===== src/rtl/mem_rr_arbiter.sv =====
// mem_rr_arbiter: round-robin arbiter giving N requesters one-at-a-time access to a single memory port
module mem_rr_arbiter #(
    parameter int NUM_REQ    = 2,
    parameter int ADDR_WIDTH = 32,
    parameter int DATA_WIDTH = 32,
    parameter int TIMEOUT    = 64,
    localparam int BE_W      = DATA_WIDTH / 8
) (
    input  logic                          clk_i,
    input  logic                          rst_ni,
    input  logic [NUM_REQ-1:0]            req_valid_i,
    output logic [NUM_REQ-1:0]            req_ready_o,
    input  logic [NUM_REQ*ADDR_WIDTH-1:0] req_addr_i,
    input  logic [NUM_REQ-1:0]            req_we_i,
    input  logic [NUM_REQ*DATA_WIDTH-1:0] req_wdata_i,
    input  logic [NUM_REQ*BE_W-1:0]       req_be_i,
    output logic [NUM_REQ-1:0]            resp_valid_o,
    output logic [DATA_WIDTH-1:0]         resp_rdata_o,
    output logic                          resp_err_o,
    output logic                          mem_req_valid_o,
    input  logic                          mem_req_ready_i,
    output logic [ADDR_WIDTH-1:0]         mem_addr_o,
    output logic                          mem_we_o,
    output logic [DATA_WIDTH-1:0]         mem_wdata_o,
    output logic [BE_W-1:0]               mem_be_o,
    input  logic                          mem_resp_valid_i,
    input  logic [DATA_WIDTH-1:0]         mem_rdata_i,
    input  logic                          mem_err_i,
    output logic                          stale_resp_o
);
    localparam int PW = (NUM_REQ > 1) ? $clog2(NUM_REQ) : 1;

    typedef enum logic [1:0] {IDLE, ISSUE, WAIT, RESP} state_t;

    state_t                state_q, state_d;
    logic [PW-1:0]         rr_ptr_q, owner_q, grant, idx;
    logic [PW:0]           sum;
    logic                  grant_valid, timeout;
    logic [7:0]            cnt_q;
    logic [ADDR_WIDTH-1:0] sel_addr;
    logic                  sel_we;
    logic [DATA_WIDTH-1:0] sel_wdata;
    logic [BE_W-1:0]       sel_be;

    assign timeout         = cnt_q == 8'(TIMEOUT - 1);
    assign mem_req_valid_o = state_q == ISSUE;
    assign req_ready_o     = (state_q == IDLE && grant_valid) ? NUM_REQ'(1) << grant : '0;
    assign resp_valid_o    = (state_q == RESP) ? NUM_REQ'(1) << owner_q : '0;

    // first valid requester searching upward from rr_ptr, wrapping at NUM_REQ-1
    always_comb begin
        grant       = '0;
        grant_valid = 1'b0;
        sum         = '0;
        idx         = '0;
        for (int i = 0; i < NUM_REQ; i++) begin
            sum = {1'b0, rr_ptr_q} + (PW+1)'(i);
            sum = (sum >= (PW+1)'(NUM_REQ)) ? sum - (PW+1)'(NUM_REQ) : sum;
            idx = sum[PW-1:0];
            if (!grant_valid && req_valid_i[idx]) begin
                grant_valid = 1'b1;
                grant       = idx;
            end
        end
    end

    // payload mux for the granted requester
    always_comb begin
        sel_addr  = '0;
        sel_we    = 1'b0;
        sel_wdata = '0;
        sel_be    = '0;
        for (int i = 0; i < NUM_REQ; i++) begin
            if (grant == PW'(i)) begin
                sel_addr  = req_addr_i[i*ADDR_WIDTH +: ADDR_WIDTH];
                sel_we    = req_we_i[i];
                sel_wdata = req_wdata_i[i*DATA_WIDTH +: DATA_WIDTH];
                sel_be    = req_be_i[i*BE_W +: BE_W];
            end
        end
    end

    // state register
    always_ff @(posedge clk_i or negedge rst_ni) begin
        if (!rst_ni) state_q <= IDLE;
        else         state_q <= state_d;
    end

    // next state: a response in the last WAIT cycle beats the timeout since both go to RESP
    always_comb begin
        state_d = state_q;
        case (state_q)
            IDLE:    state_d = grant_valid ? ISSUE : IDLE;
            ISSUE:   state_d = mem_req_ready_i ? WAIT : ISSUE;
            WAIT:    state_d = (mem_resp_valid_i || timeout) ? RESP : WAIT;
            default: state_d = IDLE;
        endcase
    end

    // grant bookkeeping, payload latch, wait counter, response capture and stale flag
    always_ff @(posedge clk_i or negedge rst_ni) begin
        if (!rst_ni) begin
            rr_ptr_q     <= '0;
            owner_q      <= '0;
            cnt_q        <= '0;
            mem_addr_o   <= '0;
            mem_we_o     <= 1'b0;
            mem_wdata_o  <= '0;
            mem_be_o     <= '0;
            resp_rdata_o <= '0;
            resp_err_o   <= 1'b0;
            stale_resp_o <= 1'b0;
        end else begin
            if (state_q == IDLE && grant_valid) begin
                mem_addr_o  <= sel_addr;
                mem_we_o    <= sel_we;
                mem_wdata_o <= sel_wdata;
                mem_be_o    <= sel_be;
                owner_q     <= grant;
                rr_ptr_q    <= (grant == PW'(NUM_REQ - 1)) ? '0 : grant + 1'b1;
            end
            cnt_q <= (state_q == WAIT) ? cnt_q + 8'd1 : '0;
            if (state_q == WAIT && mem_resp_valid_i) begin
                resp_rdata_o <= mem_rdata_i;
                resp_err_o   <= mem_err_i;
            end else if (state_q == WAIT && timeout) begin
                resp_rdata_o <= '0;
                resp_err_o   <= 1'b1;
            end
            if (mem_resp_valid_i && state_q != WAIT) stale_resp_o <= 1'b1;
        end
    end
endmodule


===== config.mk =====
export PLATFORM = sky130hd
export DESIGN_NAME = mem_rr_arbiter
export DESIGN_NICKNAME = d
export VERILOG_FILES = /design/src/rtl/mem_rr_arbiter.sv
export SDC_FILE = /design/constraint.sdc
export NUM_CORES = 1
export LEC_CHECK = 0
export CORE_MARGIN = 4
export CORE_UTILIZATION = 35
export CTS_CLUSTER_DIAMETER = 40
export DETAILED_ROUTE_END_ITERATION = 10
export GPL_TIMING_DRIVEN = 0
export PLACE_DENSITY = 0.76
export SLEW_MARGIN = 30
export SYNTH_ARGS = -nofsm -noshare
export SYNTH_HDL_FRONTEND = slang
export SYNTH_SLANG_ARGS = --single-unit

===== constraint.sdc =====
create_clock -name clk_i -period 1.45 [get_ports clk_i]
set_input_delay 0.29 -clock clk_i [delete_from_list [all_inputs] [get_ports clk_i]]
set_output_delay 0.29 -clock clk_i [all_outputs]
set_load 0.05 [all_outputs]

==> results of run 1 <==
[timing repair]
item | in CTS | in global routing
hold buffers | 1 | 0
endpoints found under the hold margin | 41 | 0
setup buffers | 19 | 9
pin swaps | 2 | 9
resized for setup | 458 | 209
gates cloned | 3 | 2
endpoints found under the setup margin | 213 | 179
[worst max-delay path, delay by kind of cell (launching register included)]
kind | cells | cell delay, ns
DFF | 1 | 0.43
and+or+nand+nor | 2 | 0.41
buffers and inverters | 2 | 0.23
[flip-flops by register name, indices dropped and copies added, names as in the netlist]
| signal | cells |
|---|---|
| mem_addr_o | 32 |
| state_q | 2 |
| cnt_q | 8 |
| rr_ptr_q | 1 |
| owner_q | 1 |
| mem_wdata_o | 32 |
| stale_resp_o | 1 |
| mem_be_o | 4 |
| resp_rdata_o | 32 |
| resp_err_o | 1 |
| mem_we_o | 1 |
[through the flow]
step | total power, mW | util [%]
2_1_floorplan | 13.5 | -
4_1_cts | 22.4 | 64.4
3_3_place_gp | 17.9 | 57.2
6_report | 22.2 | 62.4
3_5_place_dp | 18.1 | 57.4
5_1_grt | 23.2 | 62.4
[routing by layer]
layer	routed length [microns]	global-route usage [%]
met4	454	7.50
met2	10000	38.9
met1	7420	26.1
met5	0	0
met3	1290	6.54
[cell usage in the layout (no fill, tap or decap), drive strengths merged, types with 2 or more instances in the layout]
| cell | count |
|---|---|
| nor2 | 7 |
| and3 | 3 |
| or2 | 2 |
| a21boi | 69 |
| clkdlybuf4s50 | 175 |
| nand2 | 39 |
| clkdlybuf4s15 | 9 |
| buf | 157 |
| xor2 | 2 |
| a21oi | 3 |
| bufinv | 3 |
| nand3 | 3 |
| clkinv | 2 |
| o21ai | 3 |
| or3 | 3 |
| o2bb2ai | 32 |
| dfrtp | 115 |
| a221o | 69 |
| clkbuf | 32 |
| nand2b | 3 |
| a21o | 3 |
| and2 | 2 |
[path summary, 6_finish.rpt]
path | cells after the start | to | slack [ns]
worst max register to register | 8 | resp_rdata_o[19] | -0.20
max in group asynchronous | 3 | mem_addr_o[29] | 0.42
worst min register to register | 1 | cnt_q[0] | 0.48
worst min-delay path | 2 | resp_rdata_o[6] | 0.35
worst max-delay path | 4 | req_ready_o[1] | -0.33
min in group clk_i | 2 | resp_rdata_o[29] | 0.44
[power by group]
part           switching, mW  leakage, nW  total [mW]  internal (mW)
logic                   8.11         2.33        12.5           4.38
registers              0.805         1.43        5.46           4.65
clock network           1.39        0.292        4.24           2.85
total                   10.3         4.05        22.2           11.9
[kinds of logic (layout without fill, tap and decap cells)]
logic type / after synthesis / after routing / share of synthesized area, %
XOR/XNOR: 3 / 3 / 0.501
buffers and inverters: 42 / 379 / 4.91
flip-flops: 115 / 115 / 54.8
adder cells (fa/ha/maj): 1 / 1 / 0.238
AND/OR/NAND/NOR: 68 / 68 / 6.37
AO/OA/AOI/OAI: 180 / 180 / 33.1
[final cells by class]
cell class | count | area [sq um] | area share [%]
plain buffers | 36 | 397 | 4.36
flip-flops and latches | 115 | 2880 | 31.6
clock inverters | 5 | 100 | 1.10
multi-input cells | 252 | 2200 | 24.2
well taps | 184 | 230 | 2.53
repair buffers | 314 | 2800 | 30.8
clock buffers | 24 | 492 | 5.40
==> flow_summary.json, run 1 <==
{
  "tightest_slew_ns": 0.392,
  "power_density_nw_per_um2": 2440,
  "postSynthNetCount": 587,
  "rsz0062_at_grt": "true",
  "hold_ws_ns": 0.346,
  "period_needed_ns": 1.78,
  "num_rows": 44,
  "clock_latency_ns": 0.41,
  "cts.sinks": 115,
  "ios": 285,
  "finClkSkew_ns": 0.0119,
  "cpMaxStageDelayCell": "dfrtp_2",
  "place_area_sq_um": 8380,
  "yosys-top-cells-count": "115 x dfrtp_1, 69 x a221o_1, 68 x a21boi_0",
  "final_cells": 930,
  "first_pass_iters": 5,
  "critPathCaptureType": "primary output",
  "dieWidth_microns": 130,
  "setup_slack_ns": -0.328,
  "seq_area_frac_synth_pct": 54.8,
  "max-cap-violations": 0,
  "die_h_microns": 130,
  "placedCellCount": 878,
  "ys_types": 34,
  "grt_remaining_overflow": 0,
  "grt_pass1_wl_mm": 28.8,
  "crit_arrival_ns": 1.49,
  "cts-root-buf": "clkbuf_16",
  "place_ws_ns": -1.29,
  "hp-class": "input pin to async pin",
  "startpoint": "state_q[1]",
  "ys.warnings.count": 0,
  "synth.most_common_cell": "dfrtp_1",
  "synth_top_area_share_pct": 54.8,
  "drive_above_1_share_pct": 33.1,
  "fillers": 1169,
  "maxSlewViolCount": 0,
  "synth-seq-cells": 115,
  "failed_checks": "setup timing",
  "cp_common_cell": "buf_12",
  "finalHoldViolations": 0,
  "clockBufferDepth": 2,
  "wl_mm": 19.2,
  "post-dp-hpwl_mm": 13.8,
  "drc": 0,
  "setup_tns_ns": -8.87,
  "syn_to_final_growth_pct": 73.5,
  "yosys.area.top_type": "dfrtp_1",
  "synth-async-reset-ratio_pct": 100,
  "path_class": "flip-flop to primary output",
  "start_util_pct": 36.0,
  "h-tree-depth": 4,
  "fmax_mhz": 562,
  "startpoint_type": "flip-flop",
  "antenna_cells": 0,
  "antenna_found_initial": 0,
  "critical_path_required_ns": 1.16,
  "wl_per_cell_microns": 20.6,
  "crit_fanout": 4,
  "viasPerCell": 5.32,
  "first_global_vias": 5355,
  "setup_viol": 103,
  "yosys-top-cells-area": "dfrtp_1 55%, a221o_1 13%, a21boi_0 9.7%, o2bb2ai_2 8.6%, nand2_1 2.8%",
  "numCtsBuffers": 17,
  "core_area_sq_um": 14600,
  "grt_usage_pct": 22.2,
  "cts.clk_slew.worst_paths_ns": 0.05,
  "ys.flop_type": "dfrtp_1",
  "cts_tree": "done",
  "synth_edf_count": 0,
  "reg2reg_from": "state_q[0]",
  "vias": 4944,
  "crit_chain": "nor2_4 -> and3_4 -> buf_12 -> buf_12",
  "port_buffers": 284,
  "syn_area_sq_um": 5250,
  "nets": 914,
  "max-vdd-ir-drop_v": 0.00123,
  "leakage_nw": 4.05,
  "dr.first_iter.drc_count": 227,
  "slew_headroom_pct": 73.9,
  "drt.antenna.violating_nets": 0,
  "status": "finished, violations left",
  "dieArea_sq_um": 17000,
  "grt_max_degree": 75,
  "cp_slowest_stage_delay_ns": 0.43,
  "postSynthCellCount": 409,
  "stdcell_area_sq_um": 9100,
  "post-route-period-util_pct": 123,
  "place_congestion": 0.821,
  "syn_area_per_cell_sq_um": 12.8
}
No activity file was read; power rests on OpenSTA's default activity.
==> inputs of run 2 (changes only) <==
CTS_BUF_LIST = sky130_fd_sc_hd__clkbuf_16   (was default)
==> run 2 against run 1 <==
  * The flow still finishes with violations (setup timing)
  * Flip-flop and latch count unchanged
  * Combinational power about the same
  * Routed wire length is essentially flat
  * Design area down 0.29%
  * Clock skew fell by 0.0016 ns
  * Register-to-register slack hardly changed
  * Worst setup slack worse by 0.0067 ns
  * Critical path depth is the same
==> flow_summary.json, run 2 (synthesis results as in run 1) <==
{
  "post-dp-hpwl_mm": 13.8,
  "crit_arrival_ns": 1.49,
  "clock_latency_ns": 0.41,
  "crit_fanout": 4,
  "dieArea_sq_um": 17000,
  "layout_commonest_cell": "clkdlybuf4s50_1",
  "die_h_microns": 130,
  "power_density_nw_per_um2": 2420,
  "grt_max_degree": 75,
  "cts.clk_slew.worst_paths_ns": 0.05,
  "post-route-period-util_pct": 123,
  "maxSlewViolCount": 0,
  "dieWidth_microns": 130,
  "seq_power_share_pct": 24.8,
  "nets": 915,
  "max-vdd-ir-drop_v": 0.00123,
  "wl_per_cell_microns": 20.6,
  "netSwitchingFraction_pct": 46.9,
  "cp_slowest_stage_delay_ns": 0.43,
  "fillers": 1173,
  "finClkSkew_ns": 0.0103,
  "leakage_nw": 4.05,
  "first_global_vias": 5339,
  "critical_path_required_ns": 1.16,
  "h-tree-depth": 4,
  "crit_chain": "nor2_4 -> and3_4 -> buf_12 -> buf_12",
  "period_needed_ns": 1.78,
  "ios": 285,
  "drc": 0,
  "dr.first_iter.drc_count": 264,
  "place_ws_ns": -1.29,
  "cts_tree": "done",
  "final_cells": 931,
  "setup_slack_ns": -0.335,
  "p_total_mw": 22.0,
  "viasPerCell": 5.31,
  "tightest_slew_ns": 0.388,
  "antenna_found_initial": 0,
  "vias": 4942,
  "fmax_mhz": 560,
  "grt_pass1_wl_mm": 28.7,
  "drt.antenna.violating_nets": 0,
  "internal_power_mw": 11.7,
  "critPathCaptureType": "primary output",
  "slew_headroom_pct": 74.1,
  "hp-class": "input pin to async pin",
  "combPwrFrac_pct": 57.0,
  "failed_checks": "setup timing",
  "seqCellArea_sq_um": 2880,
  "placedCellCount": 878,
  "port_buffers": 284,
  "cts.sinks": 115,
  "cts-root-buf": "clkbuf_16",
  "drive_above_1_share_pct": 32.5,
  "clockBufferDepth": 2,
  "clockPowerShare_pct": 18.2,
  "status": "finished, violations left",
  "reg_top3": "mem_addr_o: 32 flops, mem_wdata_o: 32 flops, resp_rdata_o: 32 flops",
  "place_congestion": 0.821,
  "core_area_sq_um": 14600,
  "p_sw_mw": 10.3,
  "path_class": "flip-flop to primary output",
  "r2r_slack_ns": -0.19,
  "start_util_pct": 36.0,
  "first_pass_iters": 6,
  "antenna_cells": 0,
  "wl_mm": 19.2,
  "startpoint_type": "flip-flop",
  "cp_common_cell": "buf_12",
  "numCtsBuffers": 17,
  "final_cell_mix": "175 x clkdlybuf4s50_1, 113 x dfrtp_1, 93 x buf_2",
  "grt_usage_pct": 22.1,
  "grt_remaining_overflow": 0,
  "finalHoldViolations": 0,
  "syn_to_final_growth_pct": 73.0,
  "multiInputGateArea_sq_um": 2200,
  "cpMaxStageDelayCell": "dfrtp_2",
  "num_rows": 44,
  "setup_viol": 107,
  "max-cap-violations": 0,
  "rsz0062_at_grt": "true"
}
-- run 2: changes by cell type in the layout (fill, tap and decap cells not counted), sizes merged --
cell           before  now
clkbuf             32   25
clkinv              2    6
inv                 0    3
clkdlybuf4s18       0    1
-- run 2: layout make-up --
type	count	area share, %
Tap cell	184	2.54
Clock buffer	17	4.69
Buffer	36	4.41
Clock inverter	12	1.39
Sequential cell	115	31.7
Multi-Input combinational cell	252	24.2
Timing Repair Buffer	315	31.0
-- run 2: layer usage --
metal	wire length (microns)	vias to the layer above	GRT usage (%)
met2	10000	223	38.6
li1	-	2239	-
met4	454	0	7.32
met1	7420	2447	26.1
met3	1300	33	6.59
met5	0	-	0
-- run 2: power groups by stage --
stage | clock, mW | sequential, mW | combinational [mW]
final | 3.99 | 5.45 | 12.5
after floorplan | 0 | 10.1 | 3.49
after global placement | 0 | 5.47 | 12.4
after detailed placement | 0 | 5.48 | 12.6
after global routing | 4.23 | 5.61 | 13.1
after CTS | 4.06 | 5.47 | 12.6
-- run 2: per-stage QoR --
stage | utilization [%] | cell area [sq um] | hold WS, ns | TNS [ns]
CTS | 64.3 | 9380 | 0.352 | -18.69
detailed placement | 57.4 | 8380 | 0.197 | -66.39
global route | 62.2 | 9080 | 0.370 | -15.85
finish | 62.2 | 9080 | 0.350 | -9.40
floorplan | - | 5270 | -0.00559 | -1.12
global placement | 57.2 | 8340 | 0.446 | -552.25
-- run 2: critical path, delay by kind of cell (launching register included) --
kind                   cells  cell delay (ns)
buffers and inverters      2             0.23
AND/OR/NAND/NOR            2             0.41
flip-flops                 1             0.43
-- run 2: what timing repair did --
action,4_1_cts,5_1_grt
gates cloned,3,2
hold endpoints to repair,41,0
hold buffers,1,0
setup endpoints to repair,213,181
gates resized for setup,452,213
pin swaps,2,10
buffers inserted,19,10
-- run 2: path summary, 6_finish.rpt --
check,startpoint,endpoint,depth (start not counted)
worst min-delay path,rst_ni,resp_rdata_o[6],2
worst max register to register,state_q[0],resp_rdata_o[19],8
max in group asynchronous,rst_ni,mem_addr_o[29],3
worst max-delay path,state_q[1],req_ready_o[0],4
worst min register to register,stale_resp_o,stale_resp_o,1
min in group clk_i,mem_rdata_i[24],resp_rdata_o[24],2
==> inputs of run 3 (changes only) <==
CORE_UTILIZATION = 39   (was 35)
PLACE_DENSITY = 0.8   (was 0.76)
clock period = 1.9 ns   (was 1.45 ns; I/O delays follow)
==> run 3 against run 2 <==
  * The run now ends clean
  * Sequential power down 23%
  * Highest routed layer is now met5
  * Sequential share of layout area up 0.73 points
  * Worst setup slack better by 0.34 ns
  * Largest power group unchanged
  * Global-route usage up 2.5 points
==> flow_summary.json, run 3 (synthesis results as in run 1) <==
{
  "crit_fanout": 10,
  "placedCellCount": 870,
  "syn_to_final_growth_pct": 69.1,
  "fmax_mhz": 528,
  "drt.antenna.violating_nets": 0,
  "whs_path_depth": 1,
  "status": "finished, final reports clean",
  "drive_above_1_share_pct": 13.7,
  "grt_pass1_wl_mm": 28.3,
  "grt_remaining_overflow": 0,
  "drc": 0,
  "startpoint_type": "flip-flop",
  "numCtsBuffers": 17,
  "nets": 903,
  "dieWidth_microns": 124,
  "setup_viol": 0,
  "r2r_cells": 7,
  "post-dp-hpwl_mm": 14.4,
  "final_cells": 912,
  "hp-class": "flip-flop to flip-flop",
  "core_area_sq_um": 13200,
  "post-route-period-util_pct": 99.7,
  "place_ws_ns": -0.981,
  "path_class": "flip-flop to flip-flop",
  "leakage_nw": 4.00,
  "period_needed_ns": 1.90,
  "die_h_microns": 124,
  "clock_latency_ns": 0.41,
  "antenna_found_initial": 1,
  "dieArea_sq_um": 15400,
  "post-route-util_pct": 67.3,
  "first_pass_iters": 4,
  "grt_usage_pct": 24.6,
  "layout_commonest_cell": "clkdlybuf4s50_1",
  "fillers": 1031,
  "grt_max_degree": 63,
  "cts.clk_slew.worst_paths_ns": 0.05,
  "tightest_slew_ns": 0.597,
  "dr.first_iter.drc_count": 319,
  "reg_top3": "mem_addr_o: 32 flops, mem_wdata_o: 32 flops, resp_rdata_o: 32 flops",
  "rsz0062_at_grt": "true",
  "h-tree-depth": 4,
  "critPathCaptureType": "flip-flop",
  "clockBufferDepth": 2,
  "cts-root-buf": "clkbuf_16",
  "viasPerCell": 5.39,
  "finalHoldViolations": 0,
  "crit_arrival_ns": 2.19,
  "maxSlewViolCount": 0,
  "max-vdd-ir-drop_v": 0.000994,
  "cts.sinks": 115,
  "setup_slack_ns": 0.00478,
  "vias": 4912,
  "power_density_nw_per_um2": 1820,
  "antenna_cells": 0,
  "finClkSkew_ns": 0.00799,
  "wl_per_cell_microns": 21.0,
  "start_util_pct": 39.8,
  "slew_headroom_pct": 60.3,
  "num_rows": 42,
  "wl_mm": 19.2,
  "port_buffers": 284,
  "cts_tree": "done",
  "ios": 285,
  "first_global_vias": 5212,
  "final_cell_mix": "175 x clkdlybuf4s50_1, 113 x dfrtp_1, 103 x dlygate4sd2_1",
  "max-cap-violations": 0,
  "critical_path_required_ns": 2.19,
  "place_congestion": 0.833
}
run 3: routing by layer:
layer	share of wire [%]	wire (microns)	track usage [%]
met5	0.078	15	0
met4	3.7	711	11.8
met3	6.2	1190	7.67
met2	52	9880	42.3
met1	38	7370	27.7
run 3: final cells by class:
cell class	instances	area, sq um	share of cell area [%]
clock inverter	13	103	1.16
multi-input combinational	252	2120	23.9
buffer	39	253	2.85
tap	176	220	2.48
timing repair buffer	300	2870	32.3
clock buffer	17	425	4.79
sequential	115	2880	32.5
run 3: path summary, 6_finish.rpt:
check                            from               end  slack, ns
min in group asynchronous      rst_ni  resp_rdata_o[16]       0.47
max                        state_q[1]    mem_addr_o[31]      0.005
min                          cnt_q[0]          cnt_q[0]       0.46
max reg2reg                state_q[1]    mem_addr_o[31]      0.005
max in group asynchronous      rst_ni        state_q[1]       0.78
min reg2reg                  cnt_q[0]          cnt_q[0]       0.46
run 3: worst max-delay path, cell delays in order, from the launching register on:
cell and delay [ns]:
dfrtp_2 0.45, nor2_4 0.14, buf_4 0.11, buf_4 0.10, buf_4 0.13, buf_1 0.35
a21boi_0 0.20, a221o_1 0.29
run 3: through the flow:
| stage | setup TNS (ns) | hold WS (ns) | instance area [sq um] | total power [mW] |
|---|---|---|---|---|
| 5_1_grt | -1.01 | 0.488 | 8870 | 16.8 |
| 3_3_place_gp | -478.27 | 0.446 | 8310 | 13.6 |
| 4_1_cts | -0.114 | 0.461 | 8820 | 16.1 |
| 6_report | 0 | 0.463 | 8870 | 16.1 |
| 3_5_place_dp | -30.87 | 0.323 | 8340 | 13.8 |
| 2_1_floorplan | 0 | 0.0844 | 5250 | 10.3 |
run 3: repair_timing:
item / in CTS / in global routing
gates resized for setup: 137 / 7
pin swaps: 1 / 3
endpoints found under the setup margin: 176 / 33
hold endpoints to repair: 53 / 0
hold buffers: 1 / 0
buffers inserted: 5 / 9
run 3: power breakdown:
part | switching [mW] | leakage [nW] | internal, mW | total [mW]
sequential | 0.626 | 1.43 | 3.55 | 4.18
combinational | 6.02 | 2.30 | 3.01 | 9.02
clock | 1.05 | 0.265 | 1.86 | 2.91
